$ cat src/rtl/div32_seq_if.sv
// Operand/result handshake bundle for the div32_seq sequential divider.
// SIGNED_DIV_EN adds the in_signed operand qualifier.
interface div32_seq_if #(
    parameter int WIDTH = 32
);
    logic             in_valid;
    logic             in_ready;
    logic [WIDTH-1:0] in_dividend;
    logic [WIDTH-1:0] in_divisor;
`ifdef SIGNED_DIV_EN
    logic             in_signed;
`endif
    logic             out_valid;
    logic             out_ready;
    logic [WIDTH-1:0] out_quotient;
    logic [WIDTH-1:0] out_remainder;
    logic             out_divzero;

    // Both channels: a transfer happens on a rising edge where valid && ready;
    // the sender holds its payload stable while valid=1 and ready=0.
`ifdef SIGNED_DIV_EN
    modport master (
        output in_valid, in_dividend, in_divisor, in_signed, out_ready,
        input  in_ready, out_valid, out_quotient, out_remainder, out_divzero
    );
    modport slave (
        input  in_valid, in_dividend, in_divisor, in_signed, out_ready,
        output in_ready, out_valid, out_quotient, out_remainder, out_divzero
    );
`else
    modport master (
        output in_valid, in_dividend, in_divisor, out_ready,
        input  in_ready, out_valid, out_quotient, out_remainder, out_divzero
    );
    modport slave (
        input  in_valid, in_dividend, in_divisor, out_ready,
        output in_ready, out_valid, out_quotient, out_remainder, out_divzero
    );
`endif
endinterface

$ cat src/rtl/div32_seq.sv
// 32-bit restoring divider, one trial subtraction per clock, 32 iterations.
// Optional SIGNED_DIV_EN: truncating signed division via magnitude + sign fix-up.
module div32_seq #(
    parameter int WIDTH = 32,
    parameter int CNT_W = 6
) (
    input  logic             clk,
    input  logic             rst_n,
    div32_seq_if.slave       bus,
    output logic [1:0]       state_dbg
);

    typedef enum logic [1:0] {
        IDLE = 2'd0,
        CALC = 2'd1,
        DONE = 2'd2
    } state_t;

    state_t           state, state_nxt;
    logic [CNT_W-1:0] cnt;
    logic [WIDTH-1:0] rem, quo, dvs;
    logic [WIDTH-1:0] rem_nxt, quo_nxt;
    logic [WIDTH:0]   rem33, diff;
    logic [WIDTH-1:0] q_out, r_out;
    logic             z_out;
    logic             in_ready_c, out_valid_c;
    logic             last_iter, accept;
    logic [WIDTH-1:0] mag_n, mag_d, quo_fix, rem_fix;

`ifdef SIGNED_DIV_EN
    logic neg_q, neg_r;
    logic sn, sd;
    assign sn      = bus.in_signed & bus.in_dividend[WIDTH-1];
    assign sd      = bus.in_signed & bus.in_divisor[WIDTH-1];
    assign mag_n   = sn ? -bus.in_dividend : bus.in_dividend;
    assign mag_d   = sd ? -bus.in_divisor  : bus.in_divisor;
    assign quo_fix = neg_q ? -quo_nxt : quo_nxt;
    assign rem_fix = neg_r ? -rem_nxt : rem_nxt;
`else
    assign mag_n   = bus.in_dividend;
    assign mag_d   = bus.in_divisor;
    assign quo_fix = quo_nxt;
    assign rem_fix = rem_nxt;
`endif

    assign last_iter = (cnt == CNT_W'(WIDTH - 1));
    assign accept    = bus.in_valid && in_ready_c;

    // One restoring step: shift next dividend bit in, keep the difference on no-borrow.
    always_comb begin
        rem33 = {rem, quo[WIDTH-1]};
        diff  = rem33 - {1'b0, dvs};
        if (!diff[WIDTH]) begin
            rem_nxt = diff[WIDTH-1:0];
            quo_nxt = {quo[WIDTH-2:0], 1'b1};
        end else begin
            rem_nxt = rem33[WIDTH-1:0];
            quo_nxt = {quo[WIDTH-2:0], 1'b0};
        end
    end

    always_ff @(posedge clk or negedge rst_n) begin
        if (!rst_n) state <= IDLE;
        else        state <= state_nxt;
    end

    always_comb begin
        state_nxt   = state;
        in_ready_c  = 1'b0;
        out_valid_c = 1'b0;
        case (state)
            IDLE: begin
                in_ready_c = 1'b1;
                if (bus.in_valid)
                    state_nxt = (bus.in_divisor == '0) ? DONE : CALC;
            end
            CALC: if (last_iter) state_nxt = DONE;
            DONE: begin
                out_valid_c = 1'b1;
                if (bus.out_ready) state_nxt = IDLE;
            end
            default: state_nxt = IDLE;
        endcase
    end

    always_ff @(posedge clk or negedge rst_n) begin
        if (!rst_n) begin
            cnt   <= '0;
            rem   <= '0;
            quo   <= '0;
            dvs   <= '0;
            q_out <= '0;
            r_out <= '0;
            z_out <= 1'b0;
`ifdef SIGNED_DIV_EN
            neg_q <= 1'b0;
            neg_r <= 1'b0;
`endif
        end else begin
            case (state)
                IDLE: if (accept) begin
                    if (bus.in_divisor == '0) begin
                        // Divide-by-zero skips iteration; remainder is the raw dividend.
                        q_out <= '1;
                        r_out <= bus.in_dividend;
                        z_out <= 1'b1;
                    end else begin
                        rem   <= '0;
                        quo   <= mag_n;
                        dvs   <= mag_d;
                        cnt   <= '0;
                        z_out <= 1'b0;
`ifdef SIGNED_DIV_EN
                        neg_q <= sn ^ sd;
                        neg_r <= sn;
`endif
                    end
                end
                CALC: begin
                    rem <= rem_nxt;
                    quo <= quo_nxt;
                    if (last_iter) begin
                        cnt   <= '0;
                        q_out <= quo_fix;
                        r_out <= rem_fix;
                    end else begin
                        cnt <= cnt + CNT_W'(1);
                    end
                end
                default: ;
            endcase
        end
    end

    assign bus.in_ready      = in_ready_c;
    assign bus.out_valid     = out_valid_c;
    assign bus.out_quotient  = q_out;
    assign bus.out_remainder = r_out;
    assign bus.out_divzero   = z_out;
    assign state_dbg         = state;

endmodule

$ cat src/flat_wrapper.sv
// flat-port wrapper written by rule: the top's interface ports become plain ports
module div32_seq_flat 
#(
    parameter int WIDTH = 32,
    parameter int CNT_W = 6
)
  (clk, rst_n, state_dbg, bus_in_valid, bus_in_dividend, bus_in_divisor, bus_out_ready, bus_in_ready, bus_out_valid, bus_out_quotient, bus_out_remainder, bus_out_divzero);
  div32_seq_if #(.WIDTH(WIDTH)) bus_i ();
  input  logic clk;
  input  logic rst_n;
  output logic [1:0] state_dbg;
  input wire logic [$bits(bus_i.in_valid)-1:0] bus_in_valid;
  input wire logic [$bits(bus_i.in_dividend)-1:0] bus_in_dividend;
  input wire logic [$bits(bus_i.in_divisor)-1:0] bus_in_divisor;
  input wire logic [$bits(bus_i.out_ready)-1:0] bus_out_ready;
  output wire logic [$bits(bus_i.in_ready)-1:0] bus_in_ready;
  output wire logic [$bits(bus_i.out_valid)-1:0] bus_out_valid;
  output wire logic [$bits(bus_i.out_quotient)-1:0] bus_out_quotient;
  output wire logic [$bits(bus_i.out_remainder)-1:0] bus_out_remainder;
  output wire logic [$bits(bus_i.out_divzero)-1:0] bus_out_divzero;
  assign bus_i.in_valid = bus_in_valid;
  assign bus_i.in_dividend = bus_in_dividend;
  assign bus_i.in_divisor = bus_in_divisor;
  assign bus_i.out_ready = bus_out_ready;
  assign bus_in_ready = bus_i.in_ready;
  assign bus_out_valid = bus_i.out_valid;
  assign bus_out_quotient = bus_i.out_quotient;
  assign bus_out_remainder = bus_i.out_remainder;
  assign bus_out_divzero = bus_i.out_divzero;
  div32_seq #(.WIDTH(WIDTH), .CNT_W(CNT_W)) u_core (.clk(clk), .rst_n(rst_n), .bus(bus_i), .state_dbg(state_dbg));
endmodule
$ cat config.mk
export PLATFORM = sky130hd
export DESIGN_NAME = div32_seq_flat
export DESIGN_NICKNAME = d
export VERILOG_FILES = /design/src/rtl/div32_seq_if.sv /design/src/rtl/div32_seq.sv /design/src/flat_wrapper.sv
export SDC_FILE = /design/constraint.sdc
export NUM_CORES = 1
export LEC_CHECK = 0
export ABC_AREA = 1
export ABC_CLOCK_PERIOD_IN_PS = 3700
export CORE_AREA = 2 2 96 191
export DETAILED_ROUTE_END_ITERATION = 10
export DIE_AREA = 0 0 98 193
export PLACE_DENSITY = 0.87
export SYNTH_ARGS = -nofsm -noshare
export SYNTH_HDL_FRONTEND = slang
export SYNTH_SLANG_ARGS = --single-unit
$ cat constraint.sdc
create_clock -name clk -period 3.7 [get_ports clk]
set_clock_uncertainty 0.15 [all_clocks]
set_input_delay 0.74 -clock clk [delete_from_list [all_inputs] [get_ports clk]]
set_output_delay 0.74 -clock clk [all_outputs]
set_load 0.05 [all_outputs]
### Word level (Yosys, flattened, before mapping)

Cells that the tools add are included.
W data, S select, Z words.

* word-level logic and storage cells: 57
* register bits after elaboration: 169
* input bits: 68
* output and inout bits: 69

* mux-type cells: 28
* equal/unequal tests: 9
* bitwise operators: 1
* add/sub/neg operators: 2
* reductions and logical operators: 9

Operators with widths (number)
* $mux W32: 11
* $pmux W32 S2: 4
* $sub A33 B32 Y33: 1
* $logic_not A32 Y1: 1
* $mux W6: 3
* $pmux W6 S2: 1
* $reduce_and A3 Y1: 3
* $mux W2: 4
* $add A6 B1 Y6 const B: 1
* $eq A6 B5 Y1 const B: 1
* $ne A2 B1 Y1 const B: 3
* $ne A2 B2 Y1 const B: 3
* $pmux W2 S3: 1
* $mux W1: 4
* $reduce_and A4 Y1: 1
* $eq A2 B1 Y1 const B: 1
* $eq A2 B2 Y1 const B: 1
* $logic_not A2 Y1: 1
* $reduce_and A2 Y1: 1
* $reduce_bool A2 Y1: 1
* $logic_and A1 B1 Y1: 1
* $not A1 Y1: 1

### Longest topological paths before layout

Gate-level depths: netlist of run 1.

* depth after elaboration: 5
* mapped depth: 19
* depth with buffers taken out: 18

### Worst setup path after synthesis of run 1

No wires, ideal clock.

* kind: reg2reg
* start: register u_core.state[0] (netlist: u_core.state_dbg[0])
* end: register u_core.r_out[13] (netlist: u_core.bus.out_remainder[13])
* cell stages (with the launch flop): 10
* path buffers: 2
* arrival: 2410 ps
* path slack: 1027 ps
* cell sequence: dfrtp_1 > buf_4 > nor2_1 > nand2_1 > nand2_4 > inv_2 > buf_2 > or2_1 > nand2_1 > inv_1

* cells in the longest elaborated chain, start to end: 5
* elaborated cells on any way between the ends: 10
* those cells by class: eq/ne (4); mux (2); reduce/logical (4)

Ends and longest elaborated chain
* start: declaration: RTL line div32_seq.sv:19 `state_t state, state_nxt;`
* start signal: assignment: RTL line div32_seq.sv:64 `else state <= state_nxt;`
* $logic_not A2 Y1: RTL line div32_seq.sv:71 `case (state)`
* $mux W1: RTL line div32_seq.sv:71
* net bus_in_ready: RTL line flat_wrapper.sv:16 `output wire logic [$bits(bus_i.in_ready)-1:0] bus_in_ready;`
* $logic_and A1 B1 Y1: RTL line div32_seq.sv:47 `assign accept = bus.in_valid && in_ready_c;`
* $ne A2 B1 Y1 (no source line)
* $reduce_and A4 Y1 (no source line)
* end signal: assignment: RTL line div32_seq.sv:105 `r_out <= bus.in_dividend;`
* end signal: assignment: RTL line div32_seq.sv:125 `r_out <= rem_fix;`
* end: declaration: RTL line div32_seq.sv:24 `logic [WIDTH-1:0] q_out, r_out;`

The timed path passes the listed nets, and every way through them passes these cells.
A chain may end at the register's enable or synchronous reset.

### Final worst setup path of run 1

* start: register u_core.state[0] (netlist: u_core.state_dbg[0])
* end: output port bus_in_ready

* cells in the longest elaborated chain, start to end: 2

Ends and longest elaborated chain (RTL line)
* $logic_not A2 Y1: div32_seq.sv:71
* $mux W1: div32_seq.sv:71
* end: declaration: flat_wrapper.sv:16

No other way between the ends.

==> results of run 1 <==
[worst reg2reg max path, stage by stage, from the launching register on]
cell and delay, ns:
dfrtp_1 0.40, inv_1 0.09, ha_1 0.18, inv_1 0.10, fa_1 0.41, nand2_1 0.08, nand2_1 0.10, nand3_2 0.09
nand2_2 0.10, nand2_1 0.09, nand2_2 0.08, nand2_2 0.10, nand3_1 0.12, nand2_4 0.40, nand3_1 0.23, nand3_1 0.12
nand2_1 0.05, inv_1 0.04
[routing by layer]
| layer | track usage, % | up-vias | share of wire (%) |
|---|---|---|---|
| li1 | - | 4841 | - |
| met1 | 38.3 | 4614 | 40 |
| met2 | 58.4 | 337 | 51 |
| met3 | 4.76 | 83 | 4.9 |
| met4 | 15.0 | 0 | 4.1 |
| met5 | 0 | - | 0 |
[metrics by stage]
step	util (%)	power [mW]	setup WS (ns)	hold WS [ns]	area, µm²
2_1_floorplan	-	8.92	1.03	0.294	10500
3_3_place_gp	68.2	10.8	0.414	0.327	12000
3_5_place_dp	68.2	11.1	0.378	0.341	12000
4_1_cts	71.6	13.0	0.628	0.211	12600
5_1_grt	71.6	14.0	0.517	0.245	12600
6_report	71.6	13.0	0.613	0.176	12600
[worst max path at each step]
stage                             start                      endpoint  slack [ns]
floorplan           u_core.state_dbg[0]  u_core.bus.out_remainder[13]        1.03
global placement      bus_in_divisor[5]   u_core.bus.out_remainder[7]        0.41
detailed placement    bus_in_divisor[4]  u_core.bus.out_remainder[22]        0.38
CTS                 u_core.state_dbg[0]                  bus_in_ready        0.63
global route             u_core.quo[31]   u_core.bus.out_remainder[1]        0.52
finish              u_core.state_dbg[0]                  bus_in_ready        0.61
[cell families (layout without fill, tap and decap cells)]
logic type               after synthesis  count (layout)  synth area share (%)
AO/OA/AOI/OAI                        157             157                  8.38
XOR/XNOR                              16              16                  1.34
adder cells (fa/ha/maj)               34              34                  4.13
buffers and inverters                335             463                  13.1
AND/OR/NAND/NOR                      777             777                  32.7
flip-flops                           169             169                  40.4
[synthesized netlist by cell type (all sizes together)]
| library cell | count |
|---|---|
| nand3b | 1 |
| a21oi | 17 |
| nand2 | 441 |
| o22ai | 1 |
| a31oi | 32 |
| nor4 | 3 |
| o21bai | 1 |
| inv | 280 |
| buf | 35 |
| ha | 33 |
| or2 | 34 |
| fa | 1 |
| and2 | 5 |
| nand3 | 156 |
| o21a | 1 |
| a22o | 1 |
| a21o | 2 |
| o211a | 1 |
| a22oi | 2 |
| nand4 | 9 |
| o31ai | 1 |
| clkbuf | 19 |
| o32ai | 1 |
| o211ai | 1 |
| clkinv | 1 |
| o21ai | 96 |
| nor3 | 13 |
| dfrtp | 169 |
| nor2 | 115 |
| xor2 | 16 |
[final cells by class]
class	instances	area, µm²	area share [%]
sequential	169	4230	33.7
timing repair buffer	150	1520	12.1
clock inverter	14	161	1.29
clock buffer	18	439	3.50
multi-input combinational	984	4890	38.9
tap	213	267	2.12
inverter	281	1050	8.40
[sequential cells by signal, summed over array words and instances, names as in the netlist]
signal	count
u_core.bus.out_divzero	1
u_core.cnt	6
u_core.bus.out_quotient	32
u_core.state_dbg	2
u_core.dvs	32
u_core.rem	32
u_core.bus.out_remainder	32
u_core.quo	32
[report_power, final]
| part | internal [mW] | switching (mW) | leakage [nW] | total (mW) |
|---|---|---|---|---|
| combinational | 2.49 | 5.60 | 4.30 | 8.09 |
| sequential | 2.64 | 0.437 | 2.02 | 3.07 |
| clock | 1.03 | 0.829 | 0.296 | 1.86 |
==> run metrics, run 1 <==
CP Data Required Time=around 2.8 ns; CP startpoint kind=register; critical path's largest stage delay=roughly 0.8 ns; Seq/Total Area, Yosys=~40%; Sum Neg Setup Slack=0 ns; Tmin final=around 3.1 ns; crit path max-delay cell type=clkdlybuf4s50_1; GP Congestion=~0.87; clock tree sinks=169; CP Class=register to output pin; port bufs=roughly 140; Inst Count DP=about 1800; non-filler cells, final=approximately 1800; Fin. Hold Viols=0; setup violators final=0; Max Root-Sink Buffers=2; Worst Setup End Kind=output pin; Critical Path, Cell by Cell=nor2_1 -> buf_4 -> clkdlybuf4s50_1; Congestion Overflow GR=0; Post-CTS Hold Buffers=0; Final Slew Violations=0; top post-synthesis cells by area=dfrtp_1, nand2_1, inv_1, nand3_1, nor2_1; cell count along the critical path=3; largest area contributor in the netlist=dfrtp_1; flop2flop setup slack=around 0.72 ns; Worst EP arrival=about 2.2 ns; H-tree depth=4; Fillers=1420; Post-Syn Area per Cell=7.04 µm²; CTS tree=done; Worst-Skew Late Latency=about 0.43 ns; # DRC=0; gr usage total=about a third; die width=98 µm; setup bufs post-CTS=0; WL per Instance=16.4 µm; layout cell share with drive strength beyond 1=under 10%; ANT cells=0; post-CTS sizing=0; Seq cells post-synth=169; RSZ-0062 raised after global routing=false; most common cell after layout, fill and taps aside=nand2_1; Area growth syn-to-layout=19.8%; f_max=about 320 MHz; status=complete, no violations; CTS clk-pin slew, worst paths=~0.070 ns; Initial Util=59.8%; CTS Buf Count=17; Die Ht=a little under 200 µm; via count=9875; 1st-iter DRT viols=between 500 and 600; DP Wirelength=22900 µm; largest net degree at the start of global routing=80; Worst R2R End=u_core.bus.out_remainder[1]; Buf+Inv Stages, Crit Path=2; first-pass GRT wire length=slightly below 50000 µm; Worst Hold Class=input pin to asynchronous set/reset pin; total die area=18900 µm²; part of the cycle the worst path needs=a little over four fifths; # IOs=137; Synth Cell Area=between 10000 and 15000 µm²; Root Driver=clkbuf_16; ANT nets after route=0; Ys Warns=0; max_cap viols=0; Distinct cells, synth=45; routed vias/inst=between 5 and 6; syn nets=roughly 1600; Slew @ Worst Pin=around 0.77 ns; initial antenna violation count=0; drt first pass iters=8; vias in the first global route=between 9000 and 10000; Pwr per Cell Area=1040 nW/µm²; maximum vdd ir drop=between 0.8 and 0.9 mV; Max FO, Critical Path=11; Mapped Cells=roughly 1500; Final nets=around 1700; Worst slew margin=approximately 50%; most frequent cells in the layout=nand2_1, inv_1, dfrtp_1; Reg2Reg Depth=17; Synth top area share=between 40% and 50%; WL final=between 30000 and 40000 µm; Largest delay share family, worst path=buffers and inverters; Core Box Area=roughly 18000 µm²; worst r2r src=u_core.quo[31]; Leakage=~6.6 nW; cell row count=69
Power figures use the tool's default switching activity.
==> run 2, diff against run 1 <==
Settings changed: ABC_CLOCK_PERIOD_IN_PS 3700 to 3200, CORE_AREA 2 2 96 191 to 2 2 100 199, DIE_AREA 0 0 98 193 to 0 0 102 201, PLACE_DENSITY 0.87 to 0.81.
Clock period 3.7 ns to 3.2 ns, I/O delays scaled along.
==> run 2 against run 1 <==
Against the previous run: combinational power rose by 16%; sequential share of layout area is 0.28 points lower; first-iteration DRC count decreased by 4.8%; setup slack worse by 0.39 ns; die area is 8.4% higher.
==> run metrics, run 2 (same netlist as run 1, synthesis figures left out) <==
ANT cells=0 (unchanged); setup violators final=0 (unchanged); # DRC=0 (unchanged); critical path's largest stage delay=0.81 ns (about the same); CTS Buf Count=17 (unchanged); 1st-iter DRT viols=559 (-4.8%); Congestion Overflow GR=0 (unchanged); flop2flop setup slack=0.29 ns (-0.43 ns); # IOs=137 (unchanged); Post-CTS Hold Buffers=0 (unchanged); post-layout util=66.3% (-5.3 points); Reg2Reg Depth=16 (-1); Area growth syn-to-layout=20.8%; Pwr per Cell Area=1190 nW/µm² (+14%); vias in the first global route=9818 (+0.50%); Worst R2R End=u_core.bus.out_remainder[31]; initial antenna violation count=0 (unchanged); worst r2r src=u_core.dvs[0]; cell row count=72 (+4.3%); Tmin final=2.98 ns; Worst EP arrival=2.19 ns (about the same); sw frac=52.4% (-0.28 points); max_cap viols=0 (unchanged); port bufs=136 (unchanged); Initial Util=54.9% (-4.9 points); GP Congestion=0.934 (+6.7%); WL per Instance=15.9 µm (-3.4%); placed cell areas=12100 µm² (+1.1%); Final Slew Violations=0 (unchanged); largest net degree at the start of global routing=71 (-11%); clock tree sinks=169 (unchanged); WL final=29800 µm (-0.55%); drt first pass iters=5 (-3); f_max=between 300 and 400 MHz; die width=102 µm (+4.1%); part of the cycle the worst path needs=93.1%; layout cell share with drive strength beyond 1=6.10% (+0.28 points); Worst-Skew Late Latency=0.45 ns (+0.02 ns); Worst Hold Class=input pin to asynchronous set/reset pin; routed vias/inst=5.18 (-4.1%); total die area=20500 µm² (+8.4%); final worst setup slack=0.220 ns (-0.392 ns); Die Ht=201 µm (+4.1%); pre-CTS WS=-0.0828 ns (-0.461 ns); combinational power share=62.5% (+0.4 points); RSZ-0062 raised after global routing=false; Root Driver=clkbuf_16; via count=9741 (-1.4%); status=complete, no violations; CTS clk-pin slew, worst paths=0.07 ns (about the same); CP Data Required Time=2.41 ns (-0.40 ns); maximum vdd ir drop=0.945 mV (+6.7%); Leakage=6.65 nW (+0.48%); Worst slew margin=45.4% (-3.6 points); Critical Path, Cell by Cell=nor2_1 -> buf_4 -> clkdlybuf4s50_1; Max FO, Critical Path=11 (unchanged); Fin. Hold Viols=0 (unchanged); Max Root-Sink Buffers=2 (unchanged); Slew @ Worst Pin=0.819 ns (+0.0537 ns); most frequent cells in the layout=nand2_1, inv_1, dfrtp_1; crit path max-delay cell type=clkdlybuf4s50_1; CP startpoint kind=register; Pint=7.14 mW (+16%); H-tree depth=4 (unchanged); most common cell after layout, fill and taps aside=nand2_1; Seq pwr share=23.6% (about the same); P_sw=7.87 mW (+15%); Final nets=1712 (+0.41%); CTS tree=done; DP Wirelength=23300 µm (+1.7%); total power=15.0 mW (+15%); Clock Power Share=13.8% (-0.5 points); Worst Setup End Kind=output pin; CP Class=register to output pin; ANT nets after route=0 (unchanged); Fillers=1714 (+21%); Hold WS=0.0351 ns (-0.141 ns); post-route cell area=12700 µm² (+0.84%); Core Box Area=19100 µm² (+9.0%); setup bufs post-CTS=0 (unchanged); first-pass GRT wire length=48700 µm (-0.38%); post-CTS sizing=0 (unchanged); gr usage total=30.4% (-2.2 points)
==> run 2: cell types whose count changed in the layout (fill, tap and decap cells not counted), sizes merged <==
cell    change
clkbuf      +3
bufinv      -1
clkinv      -1
inv         -1
buf         +7
==> run 2: how the worst max path moves through the flow <==
stage,start,endpoint,slack (ns),cells past startpoint
2_1_floorplan,u_core.state_dbg[0],u_core.bus.out_remainder[13],0.53,9
3_3_place_gp,bus_in_divisor[25],u_core.bus.out_remainder[10],-0.01,12
3_5_place_dp,bus_in_divisor[25],u_core.bus.out_remainder[7],-0.08,12
4_1_cts,u_core.state_dbg[0],bus_in_ready,0.23,3
5_1_grt,u_core.dvs[0],u_core.bus.out_remainder[31],0.16,16
6_report,u_core.state_dbg[0],bus_in_ready,0.22,3
==> run 2: worst max-delay path: cells and delay by family (launching register included) <==
family        cells  cell delay (ns)
flops             1             0.58
buf+inv           2             0.97
simple gates      1             0.18
==> run 2: per-stage QoR <==
step | std cells | setup TNS [ns]
floorplan | 1488 | 0
global placement | 1850 | -0.0236
detailed placement | 1850 | -2.03
CTS | 1882 | 0
global route | 1882 | 0
finish | 1882 | 0
==> run 2: metal layers <==
layer	global-route usage, %	vias to the layer above	part of all wire (%)	wire, µm
met2	51.3	285	51	15100
met1	37.8	4544	41	12100
met5	0	-	0	0
met4	12.7	0	3.8	1120
met3	5.26	53	5.0	1490
li1	-	4859	-	-
==> run 2: cell type report <==
| cell class | instances | area, µm² | share of cell area (%) |
|---|---|---|---|
| multi-input combinational | 984 | 4890 | 38.6 |
| clock inverter | 11 | 110 | 0.870 |
| clock buffer | 21 | 460 | 3.64 |
| sequential | 169 | 4230 | 33.4 |
| inverter | 281 | 1050 | 8.33 |
| timing repair buffer | 157 | 1600 | 12.6 |
| tap | 259 | 324 | 2.56 |
==> run 2: power by group through the flow <==
stage	clock, mW	combinational [mW]	sequential, mW
2_1_floorplan	0	5.63	4.67
3_3_place_gp	0	9.16	3.54
3_5_place_dp	0	9.36	3.55
4_1_cts	2.09	9.40	3.54
5_1_grt	2.19	10.4	3.64
6_report	2.07	9.39	3.55
